[src/rtl/usb_rx_pkg.sv]
// Shared types for the USB receive path: rx_packet codes, buffer FSM states, default depth.
// USB_RX_BUF_DISCARD_EN adds the DISCARD state used for packet rollback.
package usb_rx_pkg;

  typedef enum logic [2:0] {
    RX_IDLE = 3'b000,
    RX_IN   = 3'b001,
    RX_OUT  = 3'b010,
    RX_ACK  = 3'b011,
    RX_DATA = 3'b100,
    RX_DONE = 3'b101,
    RX_NAK  = 3'b110,
    RX_ERR  = 3'b111
  } rx_packet_t;

`ifdef USB_RX_BUF_DISCARD_EN
  typedef enum logic [1:0] {
    ST_IDLE    = 2'd0,
    ST_RECV    = 2'd1,
    ST_COMMIT  = 2'd2,
    ST_DISCARD = 2'd3
  } buf_state_t;
`else
  typedef enum logic [1:0] {
    ST_IDLE   = 2'd0,
    ST_RECV   = 2'd1,
    ST_COMMIT = 2'd2
  } buf_state_t;
`endif

  localparam int USB_RX_DEPTH = 64;

  function automatic logic is_token(input logic [2:0] code);
    return (code == RX_IN) || (code == RX_OUT) || (code == RX_ACK) || (code == RX_NAK);
  endfunction

endpackage

[src/rtl/usb_rx_fifo_mem.sv]
// DEPTH x 8 register array: synchronous write, asynchronous (same-cycle) read.
// No reset on the storage; contents are only meaningful once written.
module usb_rx_fifo_mem
  import usb_rx_pkg::*;
#(
  parameter int DEPTH  = USB_RX_DEPTH,
  parameter int ADDR_W = $clog2(DEPTH)
) (
  input  logic              clk,
  input  logic              i_wr_en,
  input  logic [ADDR_W-1:0] i_waddr,
  input  logic [7:0]        i_wdata,
  input  logic [ADDR_W-1:0] i_raddr,
  output logic [7:0]        o_rdata
);

  logic [7:0] r_mem [DEPTH];

  always_ff @(posedge clk) begin
    if (i_wr_en) begin
      r_mem[i_waddr] <= i_wdata;
    end
  end

  assign o_rdata = r_mem[i_raddr];

endmodule

[src/rtl/usb_rx_packet_buffer.sv]
// Packet-committing RX byte FIFO; bytes become readable one cycle after the end-of-packet change (COMMIT).
// Define USB_RX_BUF_DISCARD_EN to roll back packets ending in ERR, a token, or overflow; overflowing bytes are dropped.
module usb_rx_packet_buffer
  import usb_rx_pkg::*;
#(
  parameter int DEPTH  = USB_RX_DEPTH,
  parameter int ADDR_W = $clog2(DEPTH)
) (
  input  logic            clk,
  input  logic            n_rst,
  input  logic [2:0]      rx_packet,
  input  logic [7:0]      rx_packet_data,
  input  logic            store_rx_packet_data,
  input  logic            get_rx_data,
  input  logic            flush,
  output logic [7:0]      rx_data,
  output logic [ADDR_W:0] buffer_occupancy,
  output logic            rx_data_ready,
  output logic            rx_error,
  output logic            overflow
);

  localparam logic [ADDR_W:0] LP_DEPTH = (ADDR_W+1)'(DEPTH);

  buf_state_t      r_state;
  buf_state_t      w_state_nxt;
  logic [2:0]      r_prev;
  logic [ADDR_W:0] r_rd_ptr;
  logic [ADDR_W:0] r_cm_ptr;
  logic [ADDR_W:0] r_wr_ptr;
  logic            r_overflow;
  logic            r_rx_data_ready;
  logic            w_chg;
  logic            w_in_recv;
  logic            w_full;
  logic            w_wr_en;
  logic            w_drop;
  logic            w_pop;
  logic            w_end;
  logic [ADDR_W:0] w_count;

  assign w_chg     = (rx_packet != r_prev);
  assign w_count   = r_cm_ptr - r_rd_ptr;
  assign w_full    = ((r_wr_ptr - r_rd_ptr) == LP_DEPTH);
  assign w_in_recv = (r_state == ST_RECV);
  assign w_wr_en   = w_in_recv && store_rx_packet_data && !w_full && !flush;
  assign w_drop    = w_in_recv && store_rx_packet_data && w_full;
  assign w_pop     = get_rx_data && (w_count != '0);
  assign w_end     = (rx_packet == RX_DONE) || (rx_packet == RX_ERR) || is_token(rx_packet);

`ifdef USB_RX_BUF_DISCARD_EN
  logic r_pkt_bad;
  logic r_rx_error;

  always_comb begin
    w_state_nxt = r_state;
    unique case (r_state)
      ST_IDLE: if (w_chg && rx_packet == RX_DATA) w_state_nxt = ST_RECV;
      ST_RECV: begin
        // A byte dropped on the same edge as DONE still poisons the packet.
        if (w_chg && w_end) begin
          if (rx_packet == RX_DONE && !r_pkt_bad && !w_drop) w_state_nxt = ST_COMMIT;
          else                                               w_state_nxt = ST_DISCARD;
        end
      end
      ST_COMMIT:  w_state_nxt = ST_IDLE;
      ST_DISCARD: w_state_nxt = ST_IDLE;
      default:    w_state_nxt = ST_IDLE;
    endcase
  end
`else
  always_comb begin
    w_state_nxt = r_state;
    unique case (r_state)
      ST_IDLE:   if (w_chg && rx_packet == RX_DATA) w_state_nxt = ST_RECV;
      ST_RECV:   if (w_chg && w_end) w_state_nxt = ST_COMMIT;
      ST_COMMIT: w_state_nxt = ST_IDLE;
      default:   w_state_nxt = ST_IDLE;
    endcase
  end
`endif

  always_ff @(posedge clk or negedge n_rst) begin
    if (!n_rst) begin
      r_state         <= ST_IDLE;
      r_prev          <= RX_IDLE;
      r_rd_ptr        <= '0;
      r_cm_ptr        <= '0;
      r_wr_ptr        <= '0;
      r_overflow      <= 1'b0;
      r_rx_data_ready <= 1'b0;
    end else begin
      r_prev          <= rx_packet;
      r_rx_data_ready <= 1'b0;
      if (flush) begin
        r_state    <= ST_IDLE;
        r_rd_ptr   <= '0;
        r_cm_ptr   <= '0;
        r_wr_ptr   <= '0;
        r_overflow <= 1'b0;
      end else begin
        r_state <= w_state_nxt;
        if (w_pop)   r_rd_ptr   <= r_rd_ptr + 1'b1;
        if (w_wr_en) r_wr_ptr   <= r_wr_ptr + 1'b1;
        if (w_drop)  r_overflow <= 1'b1;
        if (r_state == ST_COMMIT) begin
          r_cm_ptr        <= r_wr_ptr;
          r_rx_data_ready <= 1'b1;
        end
`ifdef USB_RX_BUF_DISCARD_EN
        if (r_state == ST_DISCARD) begin
          r_wr_ptr <= r_cm_ptr;
        end
`endif
      end
    end
  end

`ifdef USB_RX_BUF_DISCARD_EN
  always_ff @(posedge clk or negedge n_rst) begin
    if (!n_rst) begin
      r_pkt_bad  <= 1'b0;
      r_rx_error <= 1'b0;
    end else begin
      r_rx_error <= 1'b0;
      if (flush) begin
        r_pkt_bad <= 1'b0;
      end else if (r_state == ST_COMMIT || r_state == ST_DISCARD) begin
        r_pkt_bad  <= 1'b0;
        r_rx_error <= (r_state == ST_DISCARD);
      end else if (w_drop) begin
        r_pkt_bad <= 1'b1;
      end
    end
  end

  assign rx_error = r_rx_error;
`else
  assign rx_error = 1'b0;
`endif

  usb_rx_fifo_mem #(
    .DEPTH  (DEPTH),
    .ADDR_W (ADDR_W)
  ) u_mem (
    .clk     (clk),
    .i_wr_en (w_wr_en),
    .i_waddr (r_wr_ptr[ADDR_W-1:0]),
    .i_wdata (rx_packet_data),
    .i_raddr (r_rd_ptr[ADDR_W-1:0]),
    .o_rdata (rx_data)
  );

  assign buffer_occupancy = w_count;
  assign rx_data_ready    = r_rx_data_ready;
  assign overflow         = r_overflow;

endmodule

[config.mk]
export PLATFORM = sky130hd
export DESIGN_NAME = usb_rx_packet_buffer
export DESIGN_NICKNAME = d
export VERILOG_FILES = /design/src/rtl/usb_rx_pkg.sv /design/src/rtl/usb_rx_fifo_mem.sv /design/src/rtl/usb_rx_packet_buffer.sv
export SDC_FILE = /design/constraint.sdc
export NUM_CORES = 1
export LEC_CHECK = 0
export ABC_CLOCK_PERIOD_IN_PS = 3800
export BUFFER_PORTS_ARGS = -buffer_cell sky130_fd_sc_hd__clkbuf_2
export CELL_PAD_IN_SITES_DETAIL_PLACEMENT = 0
export CELL_PAD_IN_SITES_GLOBAL_PLACEMENT = 1
export CORE_ASPECT_RATIO = 0.9
export CORE_UTILIZATION = 45
export CTS_BUF_LIST = sky130_fd_sc_hd__clkbuf_16
export DETAILED_ROUTE_END_ITERATION = 10
export HOLD_SLACK_MARGIN = 0.03
export PLACE_DENSITY_LB_ADDON = 0.15
export SYNTH_ARGS = -nofsm -noshare
export SYNTH_HDL_FRONTEND = slang
export SYNTH_SLANG_ARGS = --single-unit
[constraint.sdc]
create_clock -name clk -period 3.8 [get_ports clk]
set_clock_uncertainty 0.15 [all_clocks]
set_input_delay 0.76 -clock clk [delete_from_list [all_inputs] [get_ports clk]]
set_output_delay 0.76 -clock clk [all_outputs]
set_load 0.01 [all_outputs]
==> qor.yml, run 1 <==
worst_setup_path:
  r2r_slack_ps: 390
  cp_top_family: "multiplexers"
  cp_common_cell: "mux4_2"
  crit_type: "reg -> out"
  worst_path_max_delay_cell: "mux4_2"
  cp-start-kind: "flip-flop"
  critPathArrivalTime_ps: 3040
  critPathBufInv: 3
  slowest_delay_ps: 530
  critPathRequiredTime_ps: 2890
  cp_cell_sequence: "buf_12 -> buf_4 -> mux4_2 -> mux4_2 -> a22oi_2 -> nand2_1 -> clkbuf_2"
  cp_max_fo: 12
  end_kind: "output pin"
floorplan:
  io_pins: 34
  core.rowCount: 75
  die_h_um: 210
  coreArea_um2: 46900
  die-area_um2: 48800
  die_w_um: 233
  start_util: 0.460
run_status:
  status: "finished with violations"
  violations: "setup timing"
power_and_ir_drop:
  leakage_nw: 8.26
  pwr_density_cell_nw_per_um2: 543
  peakVddDrop_v: 0.000398
logic_synthesis:
  yosysWarningCount: 0
  yosys_most_used_dff: "edfxtp_1"
  postSynthAreaPerCell_um2: 20.9
  syn_inst: 1032
  ys_ff_latch: 540
  async_reset_ff_frac: 0.0519
  synth_edf_count: 512
  syn_nets: 1063
  ys_seq_area_frac: 0.745
  synth_area_um2: 21600
  synth_cell_types: 52
layout:
  fill_cells: 3661
  antennaDiodeCount: 0
  fin_area_um2: 25200
  multi_input_area_um2: 5240
  final_cell_mix: "edfxtp_1 (512), mux4_2 (160), buf_4 (111), nor2_1 (105), clkbuf_16 (57)"
  drive_gt1_frac: 0.340
  ff_latch_area_um2: 16100
  areaGrowthSynthToFinish_pct: 16.8
  fin_nets: 1225
  fin_util: 0.537
  layout.cells.most_common: "edfxtp_1"
grt:
  antenna_found_initial: 0
  grt_overflow_total: 0
  grt.total_usage: 0.211
  grt_pass1_wl_mm: 73.6
  first_global_vias: 10900
  grt_max_degree: 54
timing:
  rsz0062_at_grt: "true"
  finalHoldViolCount: 0
  worst_pin_slew_ps: 1070
  finalWorstSetupSlack_ps: -145
  slew_headroom: 0.283
  fin_crit_sh: 1.04
  period_minus_slack_ps: 3950
  max_freq_mhz: 253
  setup_viol: 9
  slew_viol_final: 0
  timing.setup.tns_ps: -631
hold_path:
  hold_class: "in -> async"
cts:
  clkTransAtPathRegs_ps: 60
  cts_root_buf: "clkbuf_16"
  cts_num_sinks: 540
  cts_tree: "yes"
  insertion_delay_ps: 600
  ctsHtreeMaxLevel: 2
  cts_buffer_depth: 3
  cts-buffers-inserted: 54
drt:
  dr_total_vias: 10600
  wire_per_inst_um: 26.8
  drtAntennaViolNets: 0
  drc: 0
  drtIter0Drc: 817
  viasPerCell: 5.70
  firstDrtPassIters: 5
  wirelength_mm: 49.7
placed_design:
  numPortBuffers: 32
  dp_slack_ps: 299
  place.detailed.hpwl_mm: 30.8
  place_congestion: 0.804
  placed_area_um2: 23200
run:
  maxCapViolCount: 0
==> final timing paths <==
| path | start | end | cells after the start |
|---|---|---|---|
| worst max register to register | r_rd_ptr[0] | u_mem.r_mem[31][7] | 11 |
| max in group asynchronous | n_rst | r_rd_ptr[1] | 1 |
| worst min-delay path | n_rst | r_wr_ptr[4] | 1 |
| worst min register to register | r_state[1] | r_state[0] | 1 |
| worst max-delay path | r_rd_ptr[0] | rx_data[1] | 7 |
| min in group clk | rx_packet[2] | r_prev[2] | 1 |
==> cell type report <==
cell class	count	area share
repair buffers	159	0.0517
flip-flops and latches	540	0.638
clock buffers	57	0.0566
multi-input cells	423	0.208
inverters	16	0.00238
clock inverters	42	0.0122
well taps	616	0.0306
==> state kept, by name (all words and copies together), names as in the netlist <==
signal         flops
r_state            2
rx_data_ready      1
r_wr_ptr           7
u_mem.r_mem      512
r_prev             3
r_cm_ptr           7
overflow           1
r_rd_ptr           7
==> kinds of logic (layout without fill, tap and decap cells) <==
kind of cell             Yosys count  after routing  synth area share
AND/OR/NAND/NOR                  169            169            0.0359
other                              1              1          0.000174
buffers and inverters             69            274            0.0149
XOR/XNOR                          12             12           0.00487
multiplexers                     170            170             0.172
flip-flops                       540            540             0.745
AO/OA/AOI/OAI                     56             56            0.0179
adder cells (fa/ha/maj)           15             15           0.00905
==> layer usage <==
metal,vias up,share of wire,track usage
met5,-,0,0
met4,0,0.022,0.0615
met2,251,0.47,0.320
met3,76,0.048,0.0345
met1,5655,0.46,0.318
li1,4589,-,-
==> cells in the mapped netlist (8+ instances only) <==
master / number / area [µm²]
nand2_1: 14 / 52.6
a21oi_1: 13 / 65.1
ha_1: 14 / 175
buf_1: 10 / 37.5
nand4_1: 8 / 50.1
mux4_2: 160 / 3600
buf_2: 8 / 40.0
inv_1: 15 / 56.3
edfxtp_1: 512 / 15400
a22oi_1: 16 / 120
dfrtp_1: 28 / 701
nand3_1: 8 / 40.0
mux2i_1: 8 / 80.1
clkbuf_1: 26 / 97.6
nor2_1: 105 / 394
==> repair_timing <==
| item | 4_1_cts | 5_1_grt |
|---|---|---|
| buffers inserted | 11 | 4 |
| endpoints found under the hold margin | 0 | 0 |
| endpoints found under the setup margin | 10 | 10 |
| gates cloned | 1 | 0 |
| pin swaps | 4 | 3 |
| hold buffers | 0 | 0 |
| gates resized for setup | 19 | 4 |
==> through the flow <==
step	cells	hold WS, ps	total power [W]
after global placement	1738	337	0.00851
after global routing	1853	115	0.0141
after CTS	1849	74.7	0.0138
after detailed placement	1738	350	0.00852
after floorplan	1032	314	0.00787
final	1853	70.0	0.0137
==> power breakdown <==
part           switching [W]  internal (W)  total (W)
combinational       0.000947       0.00100    0.00195
clock                0.00217       0.00302    0.00520
sequential         0.0000146       0.00652    0.00654
No activity file was read; power rests on OpenSTA's default activity.
==> run 2, diff against run 1 <==
--- a/config.mk
+++ b/config.mk
@@ -15,6 +15,7 @@
 export DETAILED_ROUTE_END_ITERATION = 10
 export HOLD_SLACK_MARGIN = 0.03
 export PLACE_DENSITY_LB_ADDON = 0.15
+export SKIP_LAST_GASP = 1
 export SYNTH_ARGS = -nofsm -noshare
 export SYNTH_HDL_FRONTEND = slang
 export SYNTH_SLANG_ARGS = --single-unit
==> qor.yml, run 2 (same netlist as run 1, synthesis figures left out) <==
timing:
  slew_headroom: 0.263  # -0.0207
  finalHoldViolCount: 0  # unchanged
  period_minus_slack_ps: 3930  # -11.0 ps
  max_freq_mhz: 254  # +0.28%
  setup_viol: 9  # unchanged
  hold_slack_ps: 62.7  # -7.31 ps
  timing.setup.tns_ps: -987  # -356 ps
  worst_pin_slew_ps: 1110  # +31.1 ps
  fin_crit_sh: 1.04  # -0.00290
  rsz0062_at_grt: "true"
  finalWorstSetupSlack_ps: -134  # +11.0 ps
  slew_viol_final: 0  # unchanged
cts:
  cts-buffers-inserted: 54  # unchanged
  clkTransAtPathRegs_ps: 60  # about the same
  insertion_delay_ps: 600  # about the same
  hold_buffers: 0  # unchanged
  cts_tree: "yes"
  cts_root_buf: "clkbuf_16"
  cts_buffer_depth: 3  # unchanged
  cts_num_sinks: 540  # unchanged
  ctsHtreeMaxLevel: 2  # unchanged
floorplan:
  core.rowCount: 75  # unchanged
  coreArea_um2: 46900  # unchanged
  die_h_um: 210  # unchanged
  die-area_um2: 48800  # unchanged
  die_w_um: 233  # unchanged
  start_util: 0.460  # unchanged
  io_pins: 34  # unchanged
worst_setup_path:
  critPathRequiredTime_ps: 2890  # about the same
  critPathBufInv: 3  # unchanged
  cp-start-kind: "flip-flop"
  cp_max_fo: 5  # -7
  crit_type: "reg -> out"
  cp_common_cell: "mux4_2"
  slowest_delay_ps: 590  # +60 ps
  end_kind: "output pin"
  critPathArrivalTime_ps: 3020  # -20 ps
  rr_endpoint: "u_mem.r_mem[31][7]"
  cp_top_family: "multiplexers"
  r2r_slack_ps: 300  # -90 ps
  ff2ff_path_depth: 11  # unchanged
  cp_cell_sequence: "buf_8 -> buf_16 -> mux4_2 -> mux4_2 -> a22oi_2 -> nand2_1 -> clkbuf_2"
  r2r_start: "r_rd_ptr[0]"
  worst_path_max_delay_cell: "mux4_2"
run:
  maxCapViolCount: 0  # unchanged
power_and_ir_drop:
  peakVddDrop_v: 0.000400  # +0.53%
  power_w: 0.0138  # +1.1%
  leakage_nw: 8.35  # +1.1%
  pwr_density_cell_nw_per_um2: 545  # +0.37%
drt:
  dr_total_vias: 10700  # +1.2%
  drtIter0Drc: 809  # -0.98%
  firstDrtPassIters: 5  # unchanged
  drtAntennaViolNets: 0  # unchanged
  viasPerCell: 5.75  # +0.79%
  wirelength_mm: 50.9  # +2.5%
  drc: 0  # unchanged
  wire_per_inst_um: 27.3  # +2.0%
layout:
  layout.cells.most_common: "edfxtp_1"
  areaGrowthSynthToFinish_pct: 17.7
  fin_nets: 1233  # +0.65%
  largest_register_ffs: 512  # unchanged
  final_cell_mix: "edfxtp_1 (512), mux4_2 (160), buf_4 (112), nor2_1 (105), clkbuf_16 (63)"
  fin_area_um2: 25400  # +0.74%
  top_register: "u_mem.r_mem"
  drive_gt1_frac: 0.342  # +0.00183
  fin_util: 0.541  # +0.00397
  antennaDiodeCount: 0  # unchanged
grt:
  grt_overflow_total: 0  # unchanged
  grt.total_usage: 0.211  # about the same
  first_global_vias: 11000  # +0.073%
  grt_pass1_wl_mm: 73.8  # +0.30%
  antenna_found_initial: 0  # unchanged
  grt_max_degree: 54  # unchanged
placed_design:
  placed_area_um2: 23200  # unchanged
  place_congestion: 0.804  # unchanged
  place.detailed.hpwl_mm: 30.8  # unchanged
  numPortBuffers: 32  # unchanged
run_status:
  violations: "setup timing"
  status: "finished with violations"
hold_path:
  hold_class: "in -> async"
run 2: changes by cell type in the layout (fill, tap and decap cells not counted), sizes merged:
cell and delta:
buf +2, clkbuf +6
run 2: cell type report:
type	count	area, µm²
inverters	16	60.1
well taps	616	771
multi-input cells	423	5230
flip-flops and latches	540	16100
repair buffers	167	1500
clock buffers	57	1430
fillers	3637	21500
clock inverters	42	307
run 2: worst max path at each step:
stage | from | to | slack [ps] | cells past startpoint
after CTS | r_rd_ptr[0] | rx_data[3] | -170 | 7
after floorplan | r_rd_ptr[1] | u_mem.r_mem[63][0] | 50 | 13
final | r_rd_ptr[0] | rx_data[5] | -130 | 7
after detailed placement | r_rd_ptr[0] | u_mem.r_mem[31][7] | 300 | 11
after global routing | r_rd_ptr[0] | rx_data[0] | -200 | 8
after global placement | r_rd_ptr[0] | rx_data[1] | 330 | 7
run 2: metal layers:
layer / GRT usage / up-vias / part of all wire
li1: - / 4612 / -
met5: 0 / - / 0
met1: 0.322 / 5728 / 0.46
met3: 0.0295 / 68 / 0.050
met4: 0.0575 / 0 / 0.018
met2: 0.321 / 293 / 0.47
run 2: worst reg2reg max path: stages, from the launching register on:
cell	delay, ps
dfrtp_4	550
buf_12	180
buf_4	160
ha_1	230
nand2b_1	150
a31oi_1	240
o211ai_1	150
nand4_2	160
nand2_2	120
or3_1	680
nor2_1	220
buf_4	210
run 2: power breakdown:
group	leakage, nW	switching [W]	internal, W
Sequential	4.98	0.0000225	0.00652
Clock	0.901	0.00218	0.00302
Combinational	2.47	0.000991	0.00109
run 2: what timing repair did:
action	CTS	global route
endpoints found under the setup margin	10	10
setup buffers	11	5
pin swaps	4	2
resized for setup	14	11
cloned	1	7
run 2: per-stage QoR:
step / instances / setup WS (ps)
6_report: 1861 / -134
5_1_grt: 1861 / -196
4_1_cts: 1849 / -171
3_5_place_dp: 1738 / 299
3_3_place_gp: 1738 / 333
2_1_floorplan: 1032 / 51.1
==> run 3, diff against run 2 <==
--- a/config.mk
+++ b/config.mk
@@ -15,6 +15,7 @@
 export DETAILED_ROUTE_END_ITERATION = 10
 export HOLD_SLACK_MARGIN = 0.03
 export PLACE_DENSITY_LB_ADDON = 0.15
+export SKIP_CTS_REPAIR_TIMING = 1
 export SKIP_LAST_GASP = 1
 export SYNTH_ARGS = -nofsm -noshare
 export SYNTH_HDL_FRONTEND = slang
==> qor.yml, run 3 (same netlist as run 1, synthesis figures left out) <==
layout:
  final_cell_mix: "edfxtp_1 (512), mux4_2 (160), buf_4 (116), nor2_1 (105), clkbuf_16 (59)"
  fin_nets: 1230  # -0.24%
  drive_gt1_frac: 0.341  # -0.000784
  areaGrowthSynthToFinish_pct: 17.0
  stdcell_count: 1858  # -0.16%
  antennaDiodeCount: 0  # unchanged
  layout.cells.most_common: "edfxtp_1"
  fin_util: 0.538  # -0.00293
  largest_register_ffs: 512  # unchanged
  fin_area_um2: 25200  # -0.54%
  top_register: "u_mem.r_mem"
  fill_cells: 3646  # +0.25%
worst_setup_path:
  rr_endpoint: "u_mem.r_mem[31][7]"
  cp_common_cell: "mux4_2"
  slowest_delay_ps: 540  # -50 ps
  critPathBufInv: 3  # unchanged
  worst_path_max_delay_cell: "mux4_2"
  cp-start-kind: "flip-flop"
  crit_type: "reg -> out"
  cp_cell_sequence: "buf_4 -> buf_16 -> mux4_2 -> mux4_2 -> a22oi_2 -> nand2_1 -> clkbuf_2"
  ff2ff_path_depth: 11  # unchanged
  critPathArrivalTime_ps: 3010  # about the same
  critPathRequiredTime_ps: 2890  # about the same
  cp_max_fo: 10  # +5
  r2r_start: "r_rd_ptr[0]"
  r2r_slack_ps: 400  # +100 ps
  cp_top_family: "multiplexers"
  end_kind: "output pin"
cts:
  cts_num_sinks: 540  # unchanged
  cts-buffers-inserted: 54  # unchanged
  ctsHtreeMaxLevel: 2  # unchanged
  cts_root_buf: "clkbuf_16"
  cts_buffer_depth: 3  # unchanged
  insertion_delay_ps: 600  # about the same
  clkTransAtPathRegs_ps: 60  # about the same
  cts_tree: "yes"
power_and_ir_drop:
  peakVddDrop_v: 0.000401  # +0.20%
  pwr_density_cell_nw_per_um2: 544  # -0.31%
  leakage_nw: 8.29  # -0.65%
  power_w: 0.0137  # -0.85%
timing:
  rsz0062_at_grt: "true"
  fin_crit_sh: 1.03  # -0.00378
  period_minus_slack_ps: 3920  # -14.4 ps
  hold_slack_ps: 66.6  # +3.87 ps
  setup_viol: 9  # unchanged
  slew_viol_final: 0  # unchanged
  max_freq_mhz: 255  # +0.37%
  finalWorstSetupSlack_ps: -120  # +14.4 ps
  slew_headroom: 0.285  # +0.0227
  finalHoldViolCount: 0  # unchanged
  worst_pin_slew_ps: 1070  # -34.1 ps
drt:
  wire_per_inst_um: 26.8  # -2.0%
  firstDrtPassIters: 7  # +2
  drtIter0Drc: 849  # +4.9%
  wirelength_mm: 49.8  # -2.2%
  drtAntennaViolNets: 0  # unchanged
  viasPerCell: 5.71  # -0.62%
  drc: 0  # unchanged
  dr_total_vias: 10600  # -0.78%
grt:
  antenna_found_initial: 0  # unchanged
  grt.total_usage: 0.210  # -0.00139
  first_global_vias: 10900  # -0.55%
  grt_pass1_wl_mm: 73.4  # -0.48%
  grt_max_degree: 54  # unchanged
  grt_overflow_total: 0  # unchanged
placed_design:
  place.detailed.hpwl_mm: 30.8  # unchanged
  place_inst: 1738  # unchanged
  place_congestion: 0.804  # unchanged
  numPortBuffers: 32  # unchanged
  placed_area_um2: 23200  # unchanged
floorplan:
  die_w_um: 233  # unchanged
  io_pins: 34  # unchanged
  die-area_um2: 48800  # unchanged
  core.rowCount: 75  # unchanged
  start_util: 0.460  # unchanged
  die_h_um: 210  # unchanged
  coreArea_um2: 46900  # unchanged
hold_path:
  hold_class: "in -> async"
run:
  maxCapViolCount: 0  # unchanged
run_status:
  status: "finished with violations"
  violations: "setup timing"
## run 3: changes by cell type in the layout (fill, tap and decap cells not counted), moves of 2 or more
cell	change
buf_12	+2
buf_16	-3
buf_4	+4
buf_8	-2
clkbuf_16	-4
## run 3: final cells by class
class,count,area (µm²),area share
sequential,540,16100,0.637
multi-input combinational,423,5240,0.207
clock buffer,57,1430,0.0565
timing repair buffer,164,1360,0.0538
tap,616,771,0.0305
clock inverter,42,307,0.0121
inverter,16,60.1,0.00238
## run 3: worst max-delay path by stage
stage,start,to,slack (ps),cells after the start
floorplan,r_rd_ptr[1],u_mem.r_mem[63][0],50,13
global placement,r_rd_ptr[0],rx_data[1],330,7
detailed placement,r_rd_ptr[0],u_mem.r_mem[31][7],300,11
CTS,r_rd_ptr[0],rx_data[3],-340,7
global route,r_rd_ptr[0],rx_data[1],-160,7
finish,r_rd_ptr[0],rx_data[1],-120,7
## run 3: through the flow
stage	setup WS, ps	setup TNS, ps
final	-120	-737
after global routing	-160	-1370
after CTS	-336	-2810
after detailed placement	299	0
after global placement	333	0
after floorplan	51.1	0
## run 3: power breakdown
group / internal [W] / total [W] / switching [W]
clock network: 0.00302 / 0.00521 / 0.00218
registers: 0.00652 / 0.00654 / 0.0000129
logic: 0.00103 / 0.00198 / 0.000951
total: 0.0106 / 0.0137 / 0.00315
## run 3: metal layers
layer  up-vias  track usage  part of all wire
li1       4599            -                 -
met1      5648        0.320              0.46
met2       297        0.319              0.47
met3        74       0.0291             0.047
met4         0       0.0575             0.021
met5         -            0                 0
